===== config.mk =====
export PLATFORM = sky130hd
export DESIGN_NAME = jtag_to_regbank
export DESIGN_NICKNAME = d
export VERILOG_FILES = /design/src/rtl/jtag_to_regbank.sv
export SDC_FILE = /design/constraint.sdc
export NUM_CORES = 1
export LEC_CHECK = 0
export BUFFER_PORTS_ARGS = -buffer_cell sky130_fd_sc_hd__buf_2
export CAP_MARGIN = 20
export CELL_PAD_IN_SITES_DETAIL_PLACEMENT = 1
export CELL_PAD_IN_SITES_GLOBAL_PLACEMENT = 2
export CORE_MARGIN = 2
export CORE_UTILIZATION = 29
export DETAILED_ROUTE_END_ITERATION = 10
export PLACE_DENSITY = 0.82
export SYNTH_ARGS = -nofsm -noshare
export SYNTH_HDL_FRONTEND = slang
export SYNTH_SLANG_ARGS = --single-unit
export TNS_END_PERCENT = 5

===== constraint.sdc =====
create_clock -name jtag_drck -period 1.4 [get_ports jtag_drck]
set_input_delay 0.28 -clock jtag_drck [delete_from_list [all_inputs] [get_ports jtag_drck]]
set_output_delay 0.28 -clock jtag_drck [all_outputs]
set_load 0.02 [all_outputs]

===== src/rtl/jtag_to_regbank.sv =====
// jtag_to_regbank: a bank of NREGS control registers and NREGS status inputs,
// all reached through one user-IR data register.
// Frame layout (TDI enters the MSB, TDO is the LSB): {wr, addr[AW-1:0], data[WIDTH-1:0]}.
// A write completes in a single DR scan. A read needs two scans: the first
// scan sets the address, and the next Capture-DR returns the data.
// Optional feature: define JTAG_REGBANK_WSTROBE_EN to add control_wr, a
// one-cycle write strobe for each register.
module jtag_to_regbank #(
  parameter int unsigned WIDTH = 8,
  parameter int unsigned NREGS = 4,
  parameter int unsigned AW = $clog2(NREGS),
  parameter logic [NREGS*WIDTH-1:0] CONTROL_INIT = '0
) (
  input  logic                     jtag_drck,
  input  logic                     jtag_tlr_n,
  input  logic                     jtag_sel,
  input  logic                     jtag_cdr,
  input  logic                     jtag_sdr,
  input  logic                     jtag_udr,
  input  logic                     jtag_tdi,
  output logic                     jtag_tdo,
  output logic [NREGS*WIDTH-1:0]   control,
  input  logic [NREGS*WIDTH-1:0]   status
`ifdef JTAG_REGBANK_WSTROBE_EN
  ,
  output logic [NREGS-1:0]         control_wr
`endif
);

  localparam int unsigned L = 1 + AW + WIDTH;

  logic [L-1:0]     sr;
  logic [AW-1:0]    rd_addr;
  logic             err;

  logic [WIDTH-1:0] rd_data;
  logic [AW-1:0]    up_addr;
  logic             up_wr;
  logic [NREGS-1:0] wr_sel;
  logic             wr_hit;

  // Read mux and write decode. An address with no matching register reads
  // as zero and selects nothing for a write.
  always_comb begin
    up_addr = sr[L-2 -: AW];
    up_wr   = sr[L-1];
    rd_data = '0;
    wr_sel  = '0;
    for (int i = 0; i < NREGS; i++) begin
      if (rd_addr == AW'(i)) rd_data = status[i*WIDTH +: WIDTH];
      if (up_wr && (up_addr == AW'(i))) wr_sel[i] = 1'b1;
    end
    wr_hit = |wr_sel;
  end

  assign jtag_tdo = sr[0];

  // DR state. Precedence is reset, then capture, then shift, then update.
  // Capture, shift and update act only when this user IR is selected.
  always_ff @(posedge jtag_drck) begin
    if (!jtag_tlr_n) begin
      sr      <= '0;
      rd_addr <= '0;
      err     <= 1'b0;
      control <= CONTROL_INIT;
    end else if (jtag_sel) begin
      if (jtag_cdr) begin
        sr  <= {err, rd_addr, rd_data};
        err <= 1'b0;
      end else if (jtag_sdr) begin
        sr <= {jtag_tdi, sr[L-1:1]};
      end else if (jtag_udr) begin
        rd_addr <= up_addr;
        for (int i = 0; i < NREGS; i++) begin
          if (wr_sel[i]) control[i*WIDTH +: WIDTH] <= sr[WIDTH-1:0];
        end
        if (up_wr && !wr_hit) err <= 1'b1;
      end
    end
  end

`ifdef JTAG_REGBANK_WSTROBE_EN
  // The strobe lines up with the new control value. A dropped write gives
  // no strobe, because wr_sel stays empty.
  always_ff @(posedge jtag_drck) begin
    if (!jtag_tlr_n) begin
      control_wr <= '0;
    end else if (jtag_sel && !jtag_cdr && !jtag_sdr && jtag_udr) begin
      control_wr <= wr_sel;
    end else begin
      control_wr <= '0;
    end
  end
`endif

endmodule


==> flow_results.xml, run 1 <==
<?xml version="1.0" encoding="UTF-8"?>
<metrics>
  <group name="worst_setup_path">
    <metric name="timing.setup.critical_path_class" unit="">register to register</metric>
    <metric name="timing.critical_path.to_type" unit="">register</metric>
    <metric name="setup.worst_path.start_class" unit="">register</metric>
    <metric name="timing.critical_path.required" unit="ns">1.59</metric>
    <metric name="regToRegSetupSlack" unit="ns">0.04</metric>
    <metric name="crit_fanout" unit="">11</metric>
    <metric name="data_arrival_time_at_the_worst_slack_endpoint" unit="ns">1.56</metric>
  </group>
  <group name="layout">
    <metric name="finalInstanceArea" unit="sq um">2870</metric>
    <metric name="num_antenna_cells" unit="">0</metric>
    <metric name="leading_cell_types_in_the_layout_fill_and_taps_excluded" unit="">71 x sky130_fd_sc_hd__buf_2, 45 x sky130_fd_sc_hd__dfxtp_1, 33 x sky130_fd_sc_hd__nand3_1</metric>
    <metric name="area_growth" unit="%">25.6</metric>
    <metric name="leading_cell_type_in_the_layout_fill_and_taps_excluded" unit="">sky130_fd_sc_hd__buf_2</metric>
    <metric name="layout.nets" unit="">358</metric>
    <metric name="layout-drive-gt1-share" unit="%">35.4</metric>
    <metric name="layout.core_utilization" unit="%">37.3</metric>
  </group>
  <group name="clock_tree">
    <metric name="cts.path.max_buffers" unit="">2</metric>
    <metric name="post_cts_hold_buffer_count" unit="">0</metric>
    <metric name="cts_num_sinks" unit="">46</metric>
    <metric name="clock_tree.htree_level_count" unit="">2</metric>
    <metric name="tritoncts" unit="">yes</metric>
    <metric name="worstSkewPairLatency" unit="ns">0.30</metric>
    <metric name="clkTransAtPathRegs" unit="ns">0.08</metric>
    <metric name="root_buffer" unit="">sky130_fd_sc_hd__clkbuf_8</metric>
    <metric name="cts-buffers-inserted" unit="">5</metric>
  </group>
  <group name="run_status">
    <metric name="result_of_the_run" unit="">complete, no violations</metric>
  </group>
  <group name="min_path">
    <metric name="hold_path_class" unit="">input port to register</metric>
  </group>
  <group name="global_routing">
    <metric name="global_route.overflow_total" unit="">0</metric>
    <metric name="maximum_number_of_pins_on_one_net_before_global_route_repair" unit="">35</metric>
    <metric name="grt_pass1_vias" unit="">2234</metric>
    <metric name="grt_antenna_before_repair" unit="">0</metric>
    <metric name="grt_usage" unit="%">16.5</metric>
    <metric name="first_pass_grt_wire_length" unit="um">11200</metric>
  </group>
  <group name="detailed_routing">
    <metric name="viasPerCell" unit="">5.13</metric>
    <metric name="dr.pass1.iters" unit="">6</metric>
    <metric name="routed_wl" unit="um">6720</metric>
    <metric name="met3WireLength" unit="um">309</metric>
    <metric name="route.layer.met1.wl" unit="um">3120</metric>
    <metric name="detailedRoute.firstIterationViolations" unit="">122</metric>
    <metric name="top_signal_layer_used" unit="">met4</metric>
    <metric name="number_of_remaining_drc_errors" unit="">0</metric>
    <metric name="vias" unit="">2160</metric>
    <metric name="drt.antenna.violating_nets" unit="">0</metric>
    <metric name="detail_route.wl_per_cell" unit="um">16.0</metric>
    <metric name="dr_wl_met2" unit="um">3190</metric>
  </group>
  <group name="floorplanning">
    <metric name="core" unit="sq um">7690</metric>
    <metric name="die_x" unit="um">92.7</metric>
    <metric name="design.portCount" unit="">72</metric>
    <metric name="initial_core_utilization" unit="%">29.7</metric>
    <metric name="die_area" unit="sq um">8600</metric>
    <metric name="fp-row-count" unit="">32</metric>
    <metric name="fp.dieH" unit="um">92.7</metric>
  </group>
  <group name="yosys">
    <metric name="post_synth_instance_area" unit="sq um">2280</metric>
    <metric name="post_synth.cell_area_avg" unit="sq um">8.99</metric>
    <metric name="flop_and_latch_count_out_of_synthesis" unit="">46</metric>
    <metric name="synth.net_count" unit="">293</metric>
    <metric name="synthesis.instances" unit="">254</metric>
    <metric name="yosysWarningCount" unit="">0</metric>
    <metric name="synth_seq_area_share" unit="%">40.3</metric>
    <metric name="post_synth_num_cell_types" unit="">30</metric>
  </group>
  <group name="timing">
    <metric name="worst-slew-pin-transition" unit="ns">0.423</metric>
    <metric name="timing.slew.headroom" unit="%">71.8</metric>
    <metric name="totalNegativeSetupSlack" unit="ns">0</metric>
    <metric name="final-hold-violation-count" unit="">0</metric>
    <metric name="share_of_the_clock_period_used_by_the_worst_path_after_layout" unit="%">97.3</metric>
    <metric name="rsz0062_at_grt" unit="">true</metric>
    <metric name="count_of_endpoints_failing_setup_in_the_final_report" unit="">0</metric>
    <metric name="slew_violations" unit="">0</metric>
    <metric name="timing.clock.skew" unit="ns">0.00622</metric>
    <metric name="fin_crit" unit="ns">1.36</metric>
    <metric name="fmax" unit="GHz">0.734</metric>
  </group>
  <group name="flow_run">
    <metric name="max-cap-violations" unit="">0</metric>
  </group>
  <group name="pwr">
    <metric name="power" unit="mW">2.69</metric>
    <metric name="vdd.ir_drop.worst" unit="mV">0.350</metric>
    <metric name="power.leakage" unit="nW">1.18</metric>
    <metric name="power_density" unit="nW/um^2">937</metric>
  </group>
  <group name="placement">
    <metric name="routabilityCongestion" unit="">0.753</metric>
    <metric name="placed_cell_area" unit="sq um">2750</metric>
    <metric name="post_detailed_placement_half_perimeter_wirelength" unit="um">4750</metric>
    <metric name="port-buffer-count" unit="">71</metric>
  </group>
</metrics>
through the flow:
step                cells  hold WS, ns  setup WS (ns)
floorplan             254        0.371          0.184
global placement      413        0.421         0.0921
detailed placement    413        0.423         0.0720
CTS                   420        0.218         0.0635
global route          421        0.238        -0.0335
finish                421        0.225         0.0373
cell families after synthesis:
kind of cell	Yosys count	share of synthesized area, %
compound gates	111	32.1
simple gates	59	15.6
flops	46	40.3
buf+inv	27	6.79
mux	11	5.26
routing by layer:
metal  track usage, %  vias up
met4             5.15        0
met3             3.25       10
met5                0        -
li1                 -     1057
met1             21.8     1046
met2             27.4       47
state kept, by name, indices dropped and copies added, names as in the netlist:
register	cells
rd_addr	2
sr	11
control	32
err	1
what timing repair did:
item,in CTS,in global routing
setup endpoints to repair,0,30
resized for setup,0,1
buffers inserted,0,1
cell usage after synthesis:
library cell                 n  area share, %
sky130_fd_sc_hd__a21boi_0    4            1.3
sky130_fd_sc_hd__o211ai_1    8            2.6
sky130_fd_sc_hd__nand2_1     8            1.3
sky130_fd_sc_hd__and4bb_1    1           0.55
sky130_fd_sc_hd__and3_1      1           0.27
sky130_fd_sc_hd__nor2b_1     8            2.2
sky130_fd_sc_hd__nand3_1    33            7.2
sky130_fd_sc_hd__nand4bb_4   1            1.2
sky130_fd_sc_hd__clkbuf_1   10            1.6
sky130_fd_sc_hd__a31oi_1     8            2.2
sky130_fd_sc_hd__or3b_1      1           0.38
sky130_fd_sc_hd__a21boi_1   30            9.9
sky130_fd_sc_hd__a21bo_2     8            3.5
sky130_fd_sc_hd__buf_4       3           0.99
sky130_fd_sc_hd__dfxtp_1    46             40
sky130_fd_sc_hd__and3b_1     2           0.77
sky130_fd_sc_hd__o21ai_2     1           0.38
sky130_fd_sc_hd__buf_6       4            2.0
sky130_fd_sc_hd__o21ai_0    32            7.0
sky130_fd_sc_hd__o211a_1     3            1.3
sky130_fd_sc_hd__nand3b_1    2           0.66
sky130_fd_sc_hd__and3b_2     1           0.44
sky130_fd_sc_hd__nor3b_2     1           0.55
sky130_fd_sc_hd__buf_2       9            2.0
sky130_fd_sc_hd__o21ai_1     7            1.5
sky130_fd_sc_hd__o21a_1      1           0.33
sky130_fd_sc_hd__mux2i_1     3            1.3
sky130_fd_sc_hd__mux2_2      8            3.9
sky130_fd_sc_hd__clkbuf_2    1           0.22
sky130_fd_sc_hd__a21oi_1     9            2.0
layout make-up:
cell class,count,area (sq um)
flip-flops and latches,46,922
clock inverters,1,30.0
well taps,102,128
clock buffers,6,82.6
repair buffers,85,498
fillers,940,4820
multi-input cells,181,1210
report_power, final:
part | internal (mW) | switching, mW | leakage, nW
Combinational | 0.138 | 0.133 | 0.749
Clock | 0.572 | 0.460 | 0.0573
Sequential | 1.33 | 0.0528 | 0.373
Total | 2.04 | 0.646 | 1.18
final timing paths:
check | start | endpoint | cells past startpoint
max | sr[8] | control[3] | 3
min | jtag_sel | err | 2
max reg2reg | sr[8] | control[3] | 3
min reg2reg | err | err | 2
critical path: stages (launching register included):
cell                       delay (ns)
sky130_fd_sc_hd__dfxtp_1         0.41
sky130_fd_sc_hd__or3b_1          0.58
sky130_fd_sc_hd__o21ai_1         0.18
sky130_fd_sc_hd__a21boi_1        0.08
Note: power is estimated with default switching activity, not from simulation.
==> run 2, diff against run 1 <==
==> constraint.sdc (replaced) <==
create_clock -name jtag_drck -period 1.4 [get_ports jtag_drck]
set_input_delay 0.07 -clock jtag_drck [delete_from_list [all_inputs] [get_ports jtag_drck]]
set_output_delay 0.07 -clock jtag_drck [all_outputs]
set_load 0.02 [all_outputs]
==> run 2 against run 1 <==
Compared with the run above: sequential share of layout area is 0.44 points higher; sequential power about the same; maximum frequency up 1.5%; critical path type unchanged; largest power group unchanged; highest routed layer unchanged.
==> flow_results.xml, run 2 (synthesis gave the netlist of run 1 again) <==
<?xml version="1.0" encoding="UTF-8"?>
<metrics>
  <group name="clock_tree">
    <metric name="cts.path.max_buffers" unit="">2</metric>
    <metric name="cts-buffers-inserted" unit="">5</metric>
    <metric name="clock_tree.htree_level_count" unit="">2</metric>
    <metric name="cts_num_sinks" unit="">46</metric>
    <metric name="tritoncts" unit="">yes</metric>
    <metric name="root_buffer" unit="">sky130_fd_sc_hd__clkbuf_8</metric>
    <metric name="clkTransAtPathRegs" unit="ns">0.08</metric>
    <metric name="worstSkewPairLatency" unit="ns">0.29</metric>
  </group>
  <group name="layout">
    <metric name="finalInstanceArea" unit="sq um">2830</metric>
    <metric name="leading_cell_types_in_the_layout_fill_and_taps_excluded" unit="">71 x sky130_fd_sc_hd__buf_2, 45 x sky130_fd_sc_hd__dfxtp_1, 33 x sky130_fd_sc_hd__nand3_1</metric>
    <metric name="num-fill-cells" unit="">953</metric>
    <metric name="flip_flop_and_latch_area" unit="sq um">922</metric>
    <metric name="largest_register" unit="">control</metric>
    <metric name="largestRegisters" unit="">control x32, sr x11, rd_addr x2</metric>
    <metric name="leading_cell_type_in_the_layout_fill_and_taps_excluded" unit="">sky130_fd_sc_hd__buf_2</metric>
    <metric name="layout.nets" unit="">355</metric>
    <metric name="largest_register_ff_count" unit="">32</metric>
    <metric name="area_growth" unit="%">23.9</metric>
    <metric name="layout.core_utilization" unit="%">36.8</metric>
    <metric name="num_antenna_cells" unit="">0</metric>
    <metric name="layout-drive-gt1-share" unit="%">34.9</metric>
    <metric name="multi_input_area" unit="sq um">1210</metric>
  </group>
  <group name="min_path">
    <metric name="min_delay_worst_endpoint" unit="">err</metric>
    <metric name="min_delay_path_depth" unit="">2</metric>
    <metric name="hold_path_class" unit="">input port to register</metric>
    <metric name="hold_path_startpoint" unit="">jtag_sel</metric>
  </group>
  <group name="worst_setup_path">
    <metric name="crit_fanout" unit="">11</metric>
    <metric name="reg2reg_depth" unit="">3</metric>
    <metric name="crit_reg_reg_endpoint" unit="">control[0]</metric>
    <metric name="regToRegSetupSlack" unit="ns">0.06</metric>
    <metric name="reg2reg_start" unit="">sr[9]</metric>
    <metric name="timing.critical_path.required" unit="ns">1.59</metric>
    <metric name="timing.setup.critical_path_class" unit="">register to register</metric>
    <metric name="setup.worst_path.start_class" unit="">register</metric>
    <metric name="timing.critical_path.to_type" unit="">register</metric>
    <metric name="data_arrival_time_at_the_worst_slack_endpoint" unit="ns">1.53</metric>
  </group>
  <group name="detailed_routing">
    <metric name="drt.antenna.violating_nets" unit="">0</metric>
    <metric name="detail_route.wl_per_cell" unit="um">15.9</metric>
    <metric name="number_of_remaining_drc_errors" unit="">0</metric>
    <metric name="vias" unit="">2117</metric>
    <metric name="routed_wl" unit="um">6620</metric>
    <metric name="viasPerCell" unit="">5.08</metric>
    <metric name="dr.pass1.iters" unit="">4</metric>
    <metric name="detailedRoute.firstIterationViolations" unit="">102</metric>
  </group>
  <group name="global_routing">
    <metric name="first_pass_grt_wire_length" unit="um">11100</metric>
    <metric name="global_route.overflow_total" unit="">0</metric>
    <metric name="globalRouteMet2Util" unit="%">27.5</metric>
    <metric name="grt_antenna_before_repair" unit="">0</metric>
    <metric name="grt_usage" unit="%">16.3</metric>
    <metric name="globalRouteMet3Util" unit="%">2.93</metric>
    <metric name="grt_use_met1" unit="%">21.6</metric>
    <metric name="maximum_number_of_pins_on_one_net_before_global_route_repair" unit="">35</metric>
    <metric name="grt.busiest_layer" unit="">met2</metric>
    <metric name="grt_pass1_vias" unit="">2250</metric>
  </group>
  <group name="pwr">
    <metric name="vdd.ir_drop.worst" unit="mV">0.342</metric>
    <metric name="power.leakage" unit="nW">1.15</metric>
    <metric name="power_density" unit="nW/um^2">867</metric>
  </group>
  <group name="timing">
    <metric name="worst-slew-pin-transition" unit="ns">0.415</metric>
    <metric name="timing.slew.headroom" unit="%">72.3</metric>
    <metric name="fin_crit" unit="ns">1.34</metric>
    <metric name="final-hold-violation-count" unit="">0</metric>
    <metric name="share_of_the_clock_period_used_by_the_worst_path_after_layout" unit="%">95.9</metric>
    <metric name="fmax" unit="GHz">0.745</metric>
    <metric name="slew_violations" unit="">0</metric>
    <metric name="count_of_endpoints_failing_setup_in_the_final_report" unit="">0</metric>
    <metric name="final_critical_path_setup_slack" unit="ns">0.0575</metric>
    <metric name="timing.clock.skew" unit="ns">0.00289</metric>
    <metric name="rsz0062_at_grt" unit="">true</metric>
  </group>
  <group name="floorplanning">
    <metric name="die_x" unit="um">92.7</metric>
    <metric name="fp.dieH" unit="um">92.7</metric>
    <metric name="die_area" unit="sq um">8600</metric>
    <metric name="design.portCount" unit="">72</metric>
    <metric name="initial_core_utilization" unit="%">29.7</metric>
    <metric name="fp-row-count" unit="">32</metric>
    <metric name="core" unit="sq um">7690</metric>
  </group>
  <group name="placement">
    <metric name="post_detailed_placement_half_perimeter_wirelength" unit="um">4700</metric>
    <metric name="placed_cell_area" unit="sq um">2740</metric>
    <metric name="port-buffer-count" unit="">71</metric>
    <metric name="dp_worst_setup_slack" unit="ns">0.0541</metric>
    <metric name="routabilityCongestion" unit="">0.752</metric>
  </group>
  <group name="run_status">
    <metric name="result_of_the_run" unit="">complete, no violations</metric>
  </group>
  <group name="flow_run">
    <metric name="max-cap-violations" unit="">0</metric>
  </group>
</metrics>
==> run 2: cell count changes in the layout (fill, tap and decap cells not counted), sizes merged <==
| cell | before | now |
|---|---|---|
| buf | 85 | 82 |
| bufinv | 1 | 0 |
==> run 2: per-stage QoR <==
step	setup TNS (ns)	cells	total power, mW	hold WS [ns]
2_1_floorplan	0	254	1.56	0.161
3_3_place_gp	0	410	1.68	0.321
3_5_place_dp	0	410	1.68	0.329
4_1_cts	0	416	2.49	0.0101
5_1_grt	-0.183	417	2.56	0.0335
6_report	0	417	2.45	0.0203
==> run 2: area by class of cell <==
type / instances / area share (%)
tap: 102 / 4.51
multi-input combinational: 181 / 42.7
clock buffer: 6 / 2.92
sequential: 46 / 32.6
timing repair buffer: 82 / 17.2
==> run 2: worst max path at each step <==
stage / cells past startpoint / startpoint / to
floorplan: 5 / sr[8] / control[4]
global placement: 3 / sr[8] / control[1]
detailed placement: 3 / sr[8] / control[9]
CTS: 3 / sr[8] / control[9]
global route: 3 / sr[9] / control[8]
finish: 3 / sr[9] / control[0]
==> run 2: critical path, stage by stage (launching register included) <==
cell	delay, ns
sky130_fd_sc_hd__dfxtp_1	0.41
sky130_fd_sc_hd__or3b_1	0.55
sky130_fd_sc_hd__o21ai_1	0.19
sky130_fd_sc_hd__a21boi_1	0.08
==> run 2: routing by layer <==
metal  part of all wire (%)  routed length (um)
met5                      0                   0
met4                    1.4                  91
met3                    3.6                 237
met2                     48                3170
met1                     47                3120
==> run 2: what timing repair did <==
action                                  in CTS  in global routing
hold buffers                                 0                  0
setup buffers                                0                  1
resized for setup                            0                  2
endpoints found under the setup margin       0                 27
==> run 2: report_power, final <==
group          switching [mW]  internal, mW
clock                   0.421         0.381
sequential             0.0544          1.33
combinational           0.129         0.134
